<file path="src/rtl/wb_hub_pkg.sv">
// Shared constants for the wb_hub CPU-to-Wishbone bridge: FSM encoding,
// default decode table, default timeout and counter/select widths.
package wb_hub_pkg;

    localparam int CNT_W           = 8;
    localparam int SEL_W           = 3;
    localparam int DEFAULT_TIMEOUT = 15;

    localparam logic [11:0] DEFAULT_CH_BASE = {4'h2, 4'h1, 4'h0};

    localparam logic [1:0] ST_IDLE = 2'd0;
    localparam logic [1:0] ST_STB  = 2'd1;
    localparam logic [1:0] ST_DONE = 2'd2;

    typedef logic [CNT_W-1:0] cnt_t;
    typedef logic [SEL_W-1:0] sel_t;

endpackage

</file>
<file path="src/rtl/wb_hub_decode.sv">
// Combinational address decode: matches addr[7:4] against the channel base
// table and returns the lowest matching channel index.
module wb_hub_decode
    import wb_hub_pkg::*;
#(
    parameter int                  NUM_CH  = 3,
    parameter logic [NUM_CH*4-1:0] CH_BASE = DEFAULT_CH_BASE
) (
    input  logic [3:0] nib,
    output sel_t       sel,
    output logic       hit
);

    // Scanning downwards lets the lowest matching index overwrite the others.
    // NOTE: both outputs get a default first so no latch is inferred.
    always_comb begin
        hit = 1'b0;
        sel = '0;
        for (int i = NUM_CH - 1; i >= 0; i--) begin
            if (CH_BASE[i*4 +: 4] == nib) begin
                hit = 1'b1;
                sel = sel_t'(i);
            end
        end
    end

endmodule

</file>
<file path="src/rtl/wb_hub.sv">
// Single-request bridge from a cs/we/addr CPU port to NUM_CH Wishbone-style
// slave channels, with decode errors, ack timeout and a registered irq OR.
module wb_hub
    import wb_hub_pkg::*;
#(
    parameter int                  NUM_CH  = 3,
    parameter int                  DW      = 8,
    parameter logic [NUM_CH*4-1:0] CH_BASE = DEFAULT_CH_BASE,
    parameter int                  TIMEOUT = DEFAULT_TIMEOUT
) (
    input  logic                 clk,
    input  logic                 rst,
    input  logic                 cs,
    input  logic                 we,
    input  logic [7:0]           addr,
    input  logic [DW-1:0]        din,
    output logic [DW-1:0]        dout,
    output logic                 rdy,
    output logic                 err,
    output logic [NUM_CH-1:0]    wb_stb_o,
    output logic                 wb_rw_o,
    output logic [7:0]           wb_adr_o,
    output logic [DW-1:0]        wb_dat_o,
    input  logic [NUM_CH*DW-1:0] wb_dat_i,
    input  logic [NUM_CH-1:0]    wb_ack_i,
    input  logic [NUM_CH-1:0]    irq_i,
    output logic                 irq_o
);

    localparam cnt_t TO_LAST = cnt_t'(TIMEOUT - 1);

    logic [1:0]        state;
    cnt_t              cnt;
    logic [NUM_CH-1:0] sel_oh;
    logic [NUM_CH-1:0] dec_oh;
    sel_t              dec_sel;
    logic              dec_hit;
    logic              ack_sel;
    logic [DW-1:0]     rd_sel;

    wb_hub_decode #(
        .NUM_CH (NUM_CH),
        .CH_BASE(CH_BASE)
    ) u_decode (
        .nib(addr[7:4]),
        .sel(dec_sel),
        .hit(dec_hit)
    );

    // Only the latched channel's ack and data are ever looked at.
    always_comb begin
        ack_sel = 1'b0;
        rd_sel  = '0;
        dec_oh  = '0;
        for (int i = 0; i < NUM_CH; i++) begin
            dec_oh[i] = (dec_sel == sel_t'(i));
            if (sel_oh[i]) begin
                ack_sel = ack_sel | wb_ack_i[i];
                rd_sel  = rd_sel | wb_dat_i[i*DW +: DW];
            end
        end
    end

    assign wb_stb_o = (state == ST_STB) ? sel_oh : '0;
    assign rdy      = (state == ST_DONE);

    // NOTE: sequential state uses non-blocking assignments only.
    always_ff @(posedge clk) begin
        if (!rst) begin
            state    <= ST_IDLE;
            cnt      <= '0;
            sel_oh   <= '0;
            dout     <= '0;
            err      <= 1'b0;
            wb_rw_o  <= 1'b0;
            wb_adr_o <= '0;
            wb_dat_o <= '0;
            irq_o    <= 1'b0;
        end else begin
            irq_o <= |irq_i;
            case (state)
                ST_IDLE: begin
                    if (cs) begin
                        wb_rw_o  <= we;
                        wb_adr_o <= addr;
                        wb_dat_o <= din;
                        cnt      <= '0;
                        if (dec_hit) begin
                            sel_oh <= dec_oh;
                            state  <= ST_STB;
                        end else begin
                            dout  <= '0;
                            err   <= 1'b1;
                            state <= ST_DONE;
                        end
                    end
                end
                // Ack is tested before the timeout so it wins a tie.
                ST_STB: begin
                    if (ack_sel) begin
                        dout  <= wb_rw_o ? '0 : rd_sel;
                        err   <= 1'b0;
                        state <= ST_DONE;
                    end else if (cnt == TO_LAST) begin
                        dout  <= '1;
                        err   <= 1'b1;
                        state <= ST_DONE;
                    end else begin
                        cnt <= cnt + 1'b1;
                    end
                end
                ST_DONE: state <= ST_IDLE;
                default: state <= ST_IDLE;
            endcase
        end
    end

endmodule

</file>
<file path="config.mk">
export PLATFORM = sky130hd
export DESIGN_NAME = wb_hub
export DESIGN_NICKNAME = d
export VERILOG_FILES = /design/src/rtl/wb_hub_pkg.sv /design/src/rtl/wb_hub_decode.sv /design/src/rtl/wb_hub.sv
export SDC_FILE = /design/constraint.sdc
export NUM_CORES = 1
export LEC_CHECK = 0
export ABC_AREA = 0
export ABC_CLOCK_PERIOD_IN_PS = 5600
export BUFFER_PORTS_ARGS = -buffer_cell sky130_fd_sc_hd__buf_2
export CAP_MARGIN = 15
export CELL_PAD_IN_SITES_DETAIL_PLACEMENT = 1
export CELL_PAD_IN_SITES_GLOBAL_PLACEMENT = 1
export CORE_AREA = 2 2 72 74
export CTS_BUF_LIST = sky130_fd_sc_hd__clkbuf_8
export DETAILED_ROUTE_END_ITERATION = 8
export DIE_AREA = 0 0 74 76
export PLACE_DENSITY = 0.95
export SLEW_MARGIN = 25
export SYNTH_ARGS = -nofsm -noshare
export SYNTH_HDL_FRONTEND = slang
export SYNTH_SLANG_ARGS = --single-unit
export TNS_END_PERCENT = 5
</file>
<file path="constraint.sdc">
create_clock -name clk -period 5.6 [get_ports clk]
set_input_delay 0.56 -clock clk [delete_from_list [all_inputs] [get_ports clk]]
set_output_delay 0.56 -clock clk [all_outputs]
set_load 0.02 [all_outputs]
</file>
==> results of run 1 <==
-- sequential cells by signal, indices dropped and copies added (netlist names) --
register,flops
dout,8
sel_oh,3
err,1
cnt,8
state,2
wb_rw_o,1
wb_dat_o,8
irq_o,1
wb_adr_o,8
-- cell families (layout without fill, tap and decap cells) --
logic type / count (synthesis) / in the layout / share of synthesized area, %
compound gates: 58 / 58 / 25.86
xor+xnor: 1 / 1 / 0.5015
fa+ha+maj: 2 / 2 / 1.432
buf+inv: 14 / 91 / 3.009
flops: 40 / 40 / 45.85
simple gates: 85 / 85 / 23.35
-- layer usage --
| metal | track usage [%] | vias to the layer above |
|---|---|---|
| met5 | 0 | - |
| met4 | 7.455 | 0 |
| met3 | 5.688 | 9 |
| met2 | 31.52 | 55 |
| met1 | 26.21 | 848 |
| li1 | - | 877 |
-- power breakdown --
part	leakage [nW]	internal (W)	switching, W
Clock	0.0510	0.0000983	0.000102
Sequential	0.328	0.000300	0.0000106
Combinational	0.650	0.0000390	0.0000571
-- final cells by class --
class	instances	area [µm²]
Clock buffer	6	82.58
Clock inverter	2	10.01
Fill cell	622	2618
Inverter	2	7.507
Multi-Input combinational cell	146	898.4
Sequential cell	40	800.8
Tap cell	70	87.58
Timing Repair Buffer	81	407.9
-- worst paths after layout --
path	start	end
max	sel_oh[2]	dout[2]
min	wb_adr_o[0]	wb_adr_o[0]
max reg2reg	sel_oh[2]	dout[2]
min reg2reg	wb_adr_o[0]	wb_adr_o[0]
-- cells in the final DEF, fill, tap and decap left out, drive strengths merged --
cell type / instances
buf: 81
nand2: 42
dfxtp: 40
a21boi: 19
nor2: 13
a222oi: 9
and2: 8
o22a: 8
a21oi: 7
clkbuf: 6
o21ai: 4
or4: 4
nor2b: 3
o31ai: 3
inv: 2
nand3: 2
nand4: 2
or3: 2
o221a: 2
ha: 2
clkinv: 2
nor3b: 1
or3b: 1
nor4: 1
and3: 1
and4: 1
xor2: 1
nand2b: 1
o211ai: 1
nor3: 1
a211oi: 1
o21a: 1
o21bai: 1
nand3b: 1
nor4b: 1
o21ba: 1
o31a: 1
-- per-stage QoR --
step | utilization, % | instances | total power, W | instance area (µm²) | hold WS (ns)
2_1_floorplan | - | 200 | 0.0003685 | 1747 | 0.4583
3_3_place_gp | 44.83 | 339 | 0.0004087 | 2202 | 0.4475
3_5_place_dp | 44.83 | 339 | 0.0004123 | 2202 | 0.4572
4_1_cts | 46.71 | 347 | 0.0006129 | 2295 | 0.4608
5_1_grt | 46.71 | 347 | 0.0006360 | 2295 | 0.4671
6_report | 46.71 | 347 | 0.0006065 | 2295 | 0.4632
-- tightest hold or removal path: cells and delay by family, from the launching register on --
kind	cells	cell delay, ns
and+or+nand+nor	1	0.05
AOI/OAI and AO/OA	1	0.06
DFF	1	0.31
==> impl_metrics.yaml, run 1 <==
critical_path:
  cp.required_ns: 5.84
  r2r_setup_slack_ns: 3.32
  path_depth: 4
  endpoint_kind: "register"
  timing.critical_path.buf_inv: 0
  slowest_delay_ns: 0.78
  crit_family: "compound AO/OA/AOI/OAI gates"
  r2r_cells: 4
  crit_path_cell_trace: "a222oi_1 > o21ai_0 > nor2_1 > o22a_1"
  cp_data_arrival_time_ns: 2.53
  cp_max_fo: 11
  crit_slowest_cell: "a222oi_1"
  startpoint_type: "register"
  crit_type: "reg2reg"
synthesis:
  syn_area_um2: 1747
  ys_types: 36
  syn_inst: 200
  syn-num-nets: 252
  synthTopCellsByCount: "nand2_1, dfxtp_1, a21boi_0, nor2_1, clkbuf_1"
  synth_warnings: 0
  ys_top_cells_by_area: "dfxtp_1, nand2_1, a21boi_0"
  ys_seq_elements: 40
  async_flop_share_pct: 0
  syn_area_per_cell_um2: 8.733
  synthFlopType: "dfxtp_1"
  netlist.area_leader.share_pct: 45.85
  yosysMostFrequentCell: "nand2_1"
  yosysTopAreaCell: "dfxtp_1"
  yosysSeqAreaShare_pct: 45.85
  synth_edf_count: 0
clock_tree:
  ctsResizeCount: 0
  clk_latency_ns: 0.30
  cts.sinks: 40
  clk_path_buf_depth: 2
  cts.clk_slew.worst_paths_ns: 0.08
  root_buffer: "clkbuf_8"
  cts_setup_buffers: 0
  tritoncts: "built"
  hold_buffers: 0
  ctsHtreeMaxLevel: 2
  numCtsBuffers: 5
timing:
  setup_viol: 0
  slew_headroom_pct: 46.52
  fin_skew_ns: 0.007049
  tightest_slew_ns: 0.8022
  timing.final.ws_setup_ns: 3.318
  rsz0062_at_grt: "false"
  tns_ns: 0
  final_hold_viol_count: 0
  timing.fmax_mhz: 438.3
  finalCriticalPeriod_ns: 2.282
  finalCritPeriodShare_pct: 40.75
  drv_slew: 0
placed_design:
  dpl_worst_slack_ns: 3.172
  io_buffers: 80
  gp_congestion: 0.7918
  hpwl_um: 3752
grt:
  overflow: 0
  grt_max_degree: 29
  grt_pass1_wl_um: 8783
  grt_pass1_vias: 1804
  grt_use_total_pct: 20.18
  antenna_found_initial: 0
route:
  final_antenna_net_count: 0
  routed-via-count: 1789
  met3_length_um: 249
  remaining_drc_errors: 0
  drtIter0Drc: 140
  vias_per_cell: 5.156
  wl_met2_um: 2620
  dr.max_layer_used: "met4"
  wl_per_cell_um: 15.13
  routed_wl_um: 5249
  wl_met1_um: 2274
  drt_pass1_iterations: 5
cells_and_area:
  drive_gt1_share_pct: 34.30
  nets: 328
  antenna_cells: 0
  area_growth_pct: 31.38
pwr:
  power.leakage_nw: 1.028
  p_per_area_nw_per_um2: 264.3
  vdd_drop_max_uv: 211.2
floorplanning:
  die_h_um: 76
  die_area_um2: 5624
  coreArea_um2: 4912
  std_cell_rows: 26
  ioPinCount: 81
  die_w_um: 74
  initial_core_util_pct: 35.56
hold_path:
  min_path_type: "reg2reg"
  min_path_cells: 2
run:
  drv_cap: 0
outcome:
  status: "completed"
Power figures use the tool's default switching activity.
==> run 2, diff against run 1 <==
--- a/config.mk
+++ b/config.mk
@@ -6,16 +6,16 @@
 export NUM_CORES = 1
 export LEC_CHECK = 0
 export ABC_AREA = 0
-export ABC_CLOCK_PERIOD_IN_PS = 5600
+export ABC_CLOCK_PERIOD_IN_PS = 2200
 export BUFFER_PORTS_ARGS = -buffer_cell sky130_fd_sc_hd__buf_2
 export CAP_MARGIN = 15
 export CELL_PAD_IN_SITES_DETAIL_PLACEMENT = 1
 export CELL_PAD_IN_SITES_GLOBAL_PLACEMENT = 1
-export CORE_AREA = 2 2 72 74
+export CORE_AREA = 2 2 75 77
 export CTS_BUF_LIST = sky130_fd_sc_hd__clkbuf_8
 export DETAILED_ROUTE_END_ITERATION = 8
-export DIE_AREA = 0 0 74 76
-export PLACE_DENSITY = 0.95
+export DIE_AREA = 0 0 77 79
+export PLACE_DENSITY = 0.91
 export SLEW_MARGIN = 25
 export SYNTH_ARGS = -nofsm -noshare
 export SYNTH_HDL_FRONTEND = slang
==> constraint.sdc (replaced) <==
create_clock -name clk -period 2.2 [get_ports clk]
set_input_delay 0.22 -clock clk [delete_from_list [all_inputs] [get_ports clk]]
set_output_delay 0.22 -clock clk [all_outputs]
set_load 0.02 [all_outputs]
==> impl_metrics.yaml, run 2 (same netlist as run 1, synthesis figures left out) <==
cells_and_area:
  layout_common_cells: "buf_2, nand2_1, dfxtp_1"
  nFillCells: 688
  layout_commonest_cell: "buf_2"
  area_growth_pct: 34.53
  drive_gt1_share_pct: 35.11
  seq_area_um2: 800.8
  nets: 333
  antenna_cells: 0
  multi_input_area_um2: 898.4
route:
  vias_per_cell: 5.059
  remaining_drc_errors: 0
  drtIter0Drc: 101
  final_antenna_net_count: 0
  routed-via-count: 1791
  met3_length_um: 186
  wl_per_cell_um: 14.96
  wl_met1_um: 2234
  wl_met2_um: 2845
  dr.max_layer_used: "met4"
  routed_wl_um: 5295
  drt_pass1_iterations: 5
placed_design:
  dpl_worst_slack_ns: 0.3379
  hpwl_um: 3988
  io_buffers: 80
  gp_congestion: 0.7970
timing:
  timing.fmax_mhz: 524.2
  setup_viol: 0
  finalCritPeriodShare_pct: 86.71
  final_hold_viol_count: 0
  timing.final.ws_setup_ns: 0.2923
  rsz0062_at_grt: "false"
  finalCriticalPeriod_ns: 1.908
  slew_headroom_pct: 62.86
  drv_slew: 0
  tightest_slew_ns: 0.5550
  tns_ns: 0
  fin_skew_ns: 0.006773
floorplanning:
  coreArea_um2: 5338
  die_w_um: 77
  ioPinCount: 81
  die_h_um: 79
  std_cell_rows: 27
  die_area_um2: 6083
  initial_core_util_pct: 32.72
critical_path:
  crit_slowest_cell: "or4_1"
  cp_max_fo: 10
  endpoint_kind: "register"
  cp_data_arrival_time_ns: 2.12
  r2r_start: "cnt[0]"
  startpoint_type: "register"
  crit_path_cell_trace: "inv_1 > ha_1 > and3_1 > and2_1 > or4_1 > a21oi_1"
  crit_type: "reg2reg"
  slowest_delay_ns: 0.53
  cp.required_ns: 2.42
  worstSetupStartpoint: "cnt[0]"
pwr:
  p_comb_share_pct: 15.6
  p_per_area_nw_per_um2: 692.3
  p_seq_share_pct: 48.5
  p_int_w: 0.001201
  vdd_drop_max_uv: 415.8
  power.leakage_nw: 1.061
  p_sw_share_pct: 26.15
  p_sw_w: 0.0004253
  p_clk_share_pct: 36.0
clock_tree:
  ctsResizeCount: 0
  numCtsBuffers: 5
  cts_setup_buffers: 0
  tritoncts: "built"
  cts.clk_slew.worst_paths_ns: 0.08
  cts.sinks: 40
  root_buffer: "clkbuf_8"
  clk_latency_ns: 0.29
  clk_path_buf_depth: 2
  ctsHtreeMaxLevel: 2
  hold_buffers: 0
run:
  drv_cap: 0
grt:
  antenna_found_initial: 0
  grt_pass1_wl_um: 8528
  overflow: 0
  grt_use_total_pct: 17.50
  grt_max_degree: 27
  grt_pass1_vias: 1822
hold_path:
  min_path_type: "in2reg"
  hp-start: "irq_i[2]"
outcome:
  status: "completed"
[run 2: worst paths after layout]
kind | to | slack [ns] | cells after the start
max | cnt[4] | 0.29 | 6
min | irq_o | 0.14 | 2
max reg2reg | cnt[4] | 0.29 | 6
min reg2reg | wb_dat_o[6] | 0.47 | 2
[run 2: layout make-up]
class	count	share of cell area [%]
multi-input cells	146	38.23
well taps	72	3.834
clock buffers	5	2.929
inverters	2	0.3195
repair buffers	86	18.96
flip-flops and latches	40	34.08
clock inverters	3	1.651
[run 2: stage by stage]
stage / utilization [%] / hold slack [ns] / power (W) / area [µm²] / cells
floorplan: - / 0.3379 / 0.0009379 / 1747 / 200
global placement: 42.01 / 0.4249 / 0.001049 / 2242 / 346
detailed placement: 42.01 / 0.4344 / 0.001059 / 2242 / 346
CTS: 44.02 / 0.1273 / 0.001641 / 2350 / 354
global route: 44.02 / 0.1357 / 0.001701 / 2350 / 354
finish: 44.02 / 0.1350 / 0.001627 / 2350 / 354
[run 2: critical path, delay by kind of cell (launching register included)]
family                     cells  cell delay (ns)
AOI/OAI and AO/OA              1             0.15
and+or+nand+nor                3             1.00
buffers and inverters          1             0.08
adders and majority gates      1             0.20
DFF                            1             0.41
[run 2: power groups by stage]
stage | sequential, W | clock (W) | combinational (W)
3_3_place_gp | 0.000803 | 0 | 0.000246
6_report | 0.000789 | 0.000585 | 0.000253
3_5_place_dp | 0.000805 | 0 | 0.000254
5_1_grt | 0.000795 | 0.000632 | 0.000274
4_1_cts | 0.000789 | 0.000597 | 0.000255
2_1_floorplan | 0.000842 | 0 | 0.0000957
[run 2: layer usage]
layer,vias up,track usage [%]
met4,0,6.071
met2,35,31.93
met3,2,4.886
met1,874,19.60
met5,-,0
li1,880,-
==> run 3, diff against run 2 <==
==> constraint.sdc (replaced) <==
create_clock -name clk -period 2.2 [get_ports clk]
set_input_delay 0.22 -clock clk [delete_from_list [all_inputs] [get_ports clk]]
set_output_delay 0.22 -clock clk [all_outputs]
set_load 0.1 [all_outputs]
==> impl_metrics.yaml, run 3 (same netlist as run 1, synthesis figures left out) <==
route:
  remaining_drc_errors: 0
  wl_per_cell_um: 14.92
  final_antenna_net_count: 0
  drt_pass1_iterations: 5
  drtIter0Drc: 97
  vias_per_cell: 5.129
  routed-via-count: 1826
  routed_wl_um: 5311
critical_path:
  cp_max_fo: 8
  startpoint_type: "register"
  r2r_start: "cnt[0]"
  r2r_end: "cnt[2]"
  cp_data_arrival_time_ns: 1.81
  r2r_cells: 6
  r2r_setup_slack_ns: 0.29
  crit_type: "reg2out"
  cp.required_ns: 1.98
  endpoint_kind: "output port"
floorplanning:
  initial_core_util_pct: 32.72
  die_area_um2: 6083
  std_cell_rows: 27
  coreArea_um2: 5338
  die_h_um: 79
  ioPinCount: 81
  die_w_um: 77
hold_path:
  min_path_cells: 2
  min_path_type: "in2reg"
  hp-start: "irq_i[2]"
  min_to: "irq_o"
pwr:
  p_sw_share_pct: 35.17
  p_seq_share_pct: 42.2
  p_per_area_nw_per_um2: 785.6
  p_int_w: 0.001206
  p_comb_share_pct: 25.6
  p_clk_share_pct: 32.2
  p_sw_w: 0.0006545
  vdd_drop_max_uv: 419.1
  power.leakage_nw: 1.066
timing:
  timing.fmax_mhz: 491.8
  rsz0062_at_grt: "false"
  final_hold_viol_count: 0
  fin_skew_ns: 0.003817
  finalCriticalPeriod_ns: 2.033
  holdWs_ns: 0.1312
  drv_slew: 0
  slew_headroom_pct: 61.29
  tns_ns: 0
  setup_viol: 0
  finalCritPeriodShare_pct: 92.42
  tightest_slew_ns: 0.5785
cells_and_area:
  drive_gt1_share_pct: 35.92
  nFillCells: 696
  area_growth_pct: 35.60
  nets: 335
  final_util_pct: 44.37
  layout_commonest_cell: "buf_2"
  layout_common_cells: "buf_2, nand2_1, dfxtp_1"
  antenna_cells: 0
placed_design:
  io_buffers: 80
  hpwl_um: 3994
  gp_congestion: 0.7967
grt:
  grt_use_total_pct: 18.38
  grt_pass1_wl_um: 8970
  grt_pass1_vias: 1896
  overflow: 0
  antenna_found_initial: 0
  grt_max_degree: 29
run:
  drv_cap: 0
clock_tree:
  numCtsBuffers: 5
  cts.sinks: 40
  clk_path_buf_depth: 2
  tritoncts: "built"
  cts_setup_buffers: 0
  cts.clk_slew.worst_paths_ns: 0.08
  clk_latency_ns: 0.30
  ctsResizeCount: 0
  root_buffer: "clkbuf_8"
  hold_buffers: 0
  ctsHtreeMaxLevel: 2
outcome:
  status: "completed"
run 3: power groups by stage:
stage          clock [W]  sequential (W)  combinational, W
2_1_floorplan          0         0.00105          0.000105
3_3_place_gp           0        0.000798          0.000471
3_5_place_dp           0        0.000802          0.000479
4_1_cts         0.000612        0.000786          0.000480
5_1_grt         0.000649        0.000790          0.000502
6_report        0.000599        0.000785          0.000477
run 3: critical path, stage by stage, from the launching register on:
cell and delay [ns]:
dfxtp_1 0.41, nor2b_1 0.47, and2_1 0.20, buf_2 0.43
run 3: stage by stage:
step / worst slack (ns) / area, µm² / std cells / total power (W)
global route: 0.02939 / 2369 / 356 / 0.001942
CTS: 0.1406 / 2369 / 356 / 0.001877
finish: 0.1668 / 2369 / 356 / 0.001861
detailed placement: 0.3212 / 2257 / 348 / 0.001281
global placement: 0.4314 / 2257 / 348 / 0.001269
floorplan: 0.2740 / 1747 / 200 / 0.001156
run 3: cell type report:
type                            count  area [µm²]  area share [%]
Inverter                            2       7.507          0.3170
Tap cell                           72       90.09           3.803
Timing Repair Buffer               88       460.4           19.44
Clock buffer                        5       68.82           2.905
Clock inverter                      3       42.54           1.796
Sequential cell                    40       800.8           33.81
Multi-Input combinational cell    146       898.4           37.93
run 3: layer usage:
| layer | up-vias | global-route usage [%] | share of wire (%) |
|---|---|---|---|
| met5 | - | 0 | 0 |
| met4 | 0 | 6.607 | 1.7 |
| met3 | 10 | 3.864 | 4.3 |
| met2 | 46 | 33.51 | 53 |
| met1 | 877 | 21.31 | 41 |
| li1 | 893 | - | - |
run 3: worst max path at each step:
| stage | depth (start not counted) | start | end | slack [ns] |
|---|---|---|---|---|
| 3_5_place_dp | 6 | cnt[0] | cnt[1] | 0.32 |
| 5_1_grt | 3 | state[0] | wb_stb_o[0] | 0.03 |
| 2_1_floorplan | 1 | state[1] | rdy | 0.27 |
| 4_1_cts | 3 | state[0] | wb_stb_o[1] | 0.14 |
| 3_3_place_gp | 6 | cnt[0] | cnt[4] | 0.43 |
| 6_report | 3 | state[0] | wb_stb_o[1] | 0.17 |
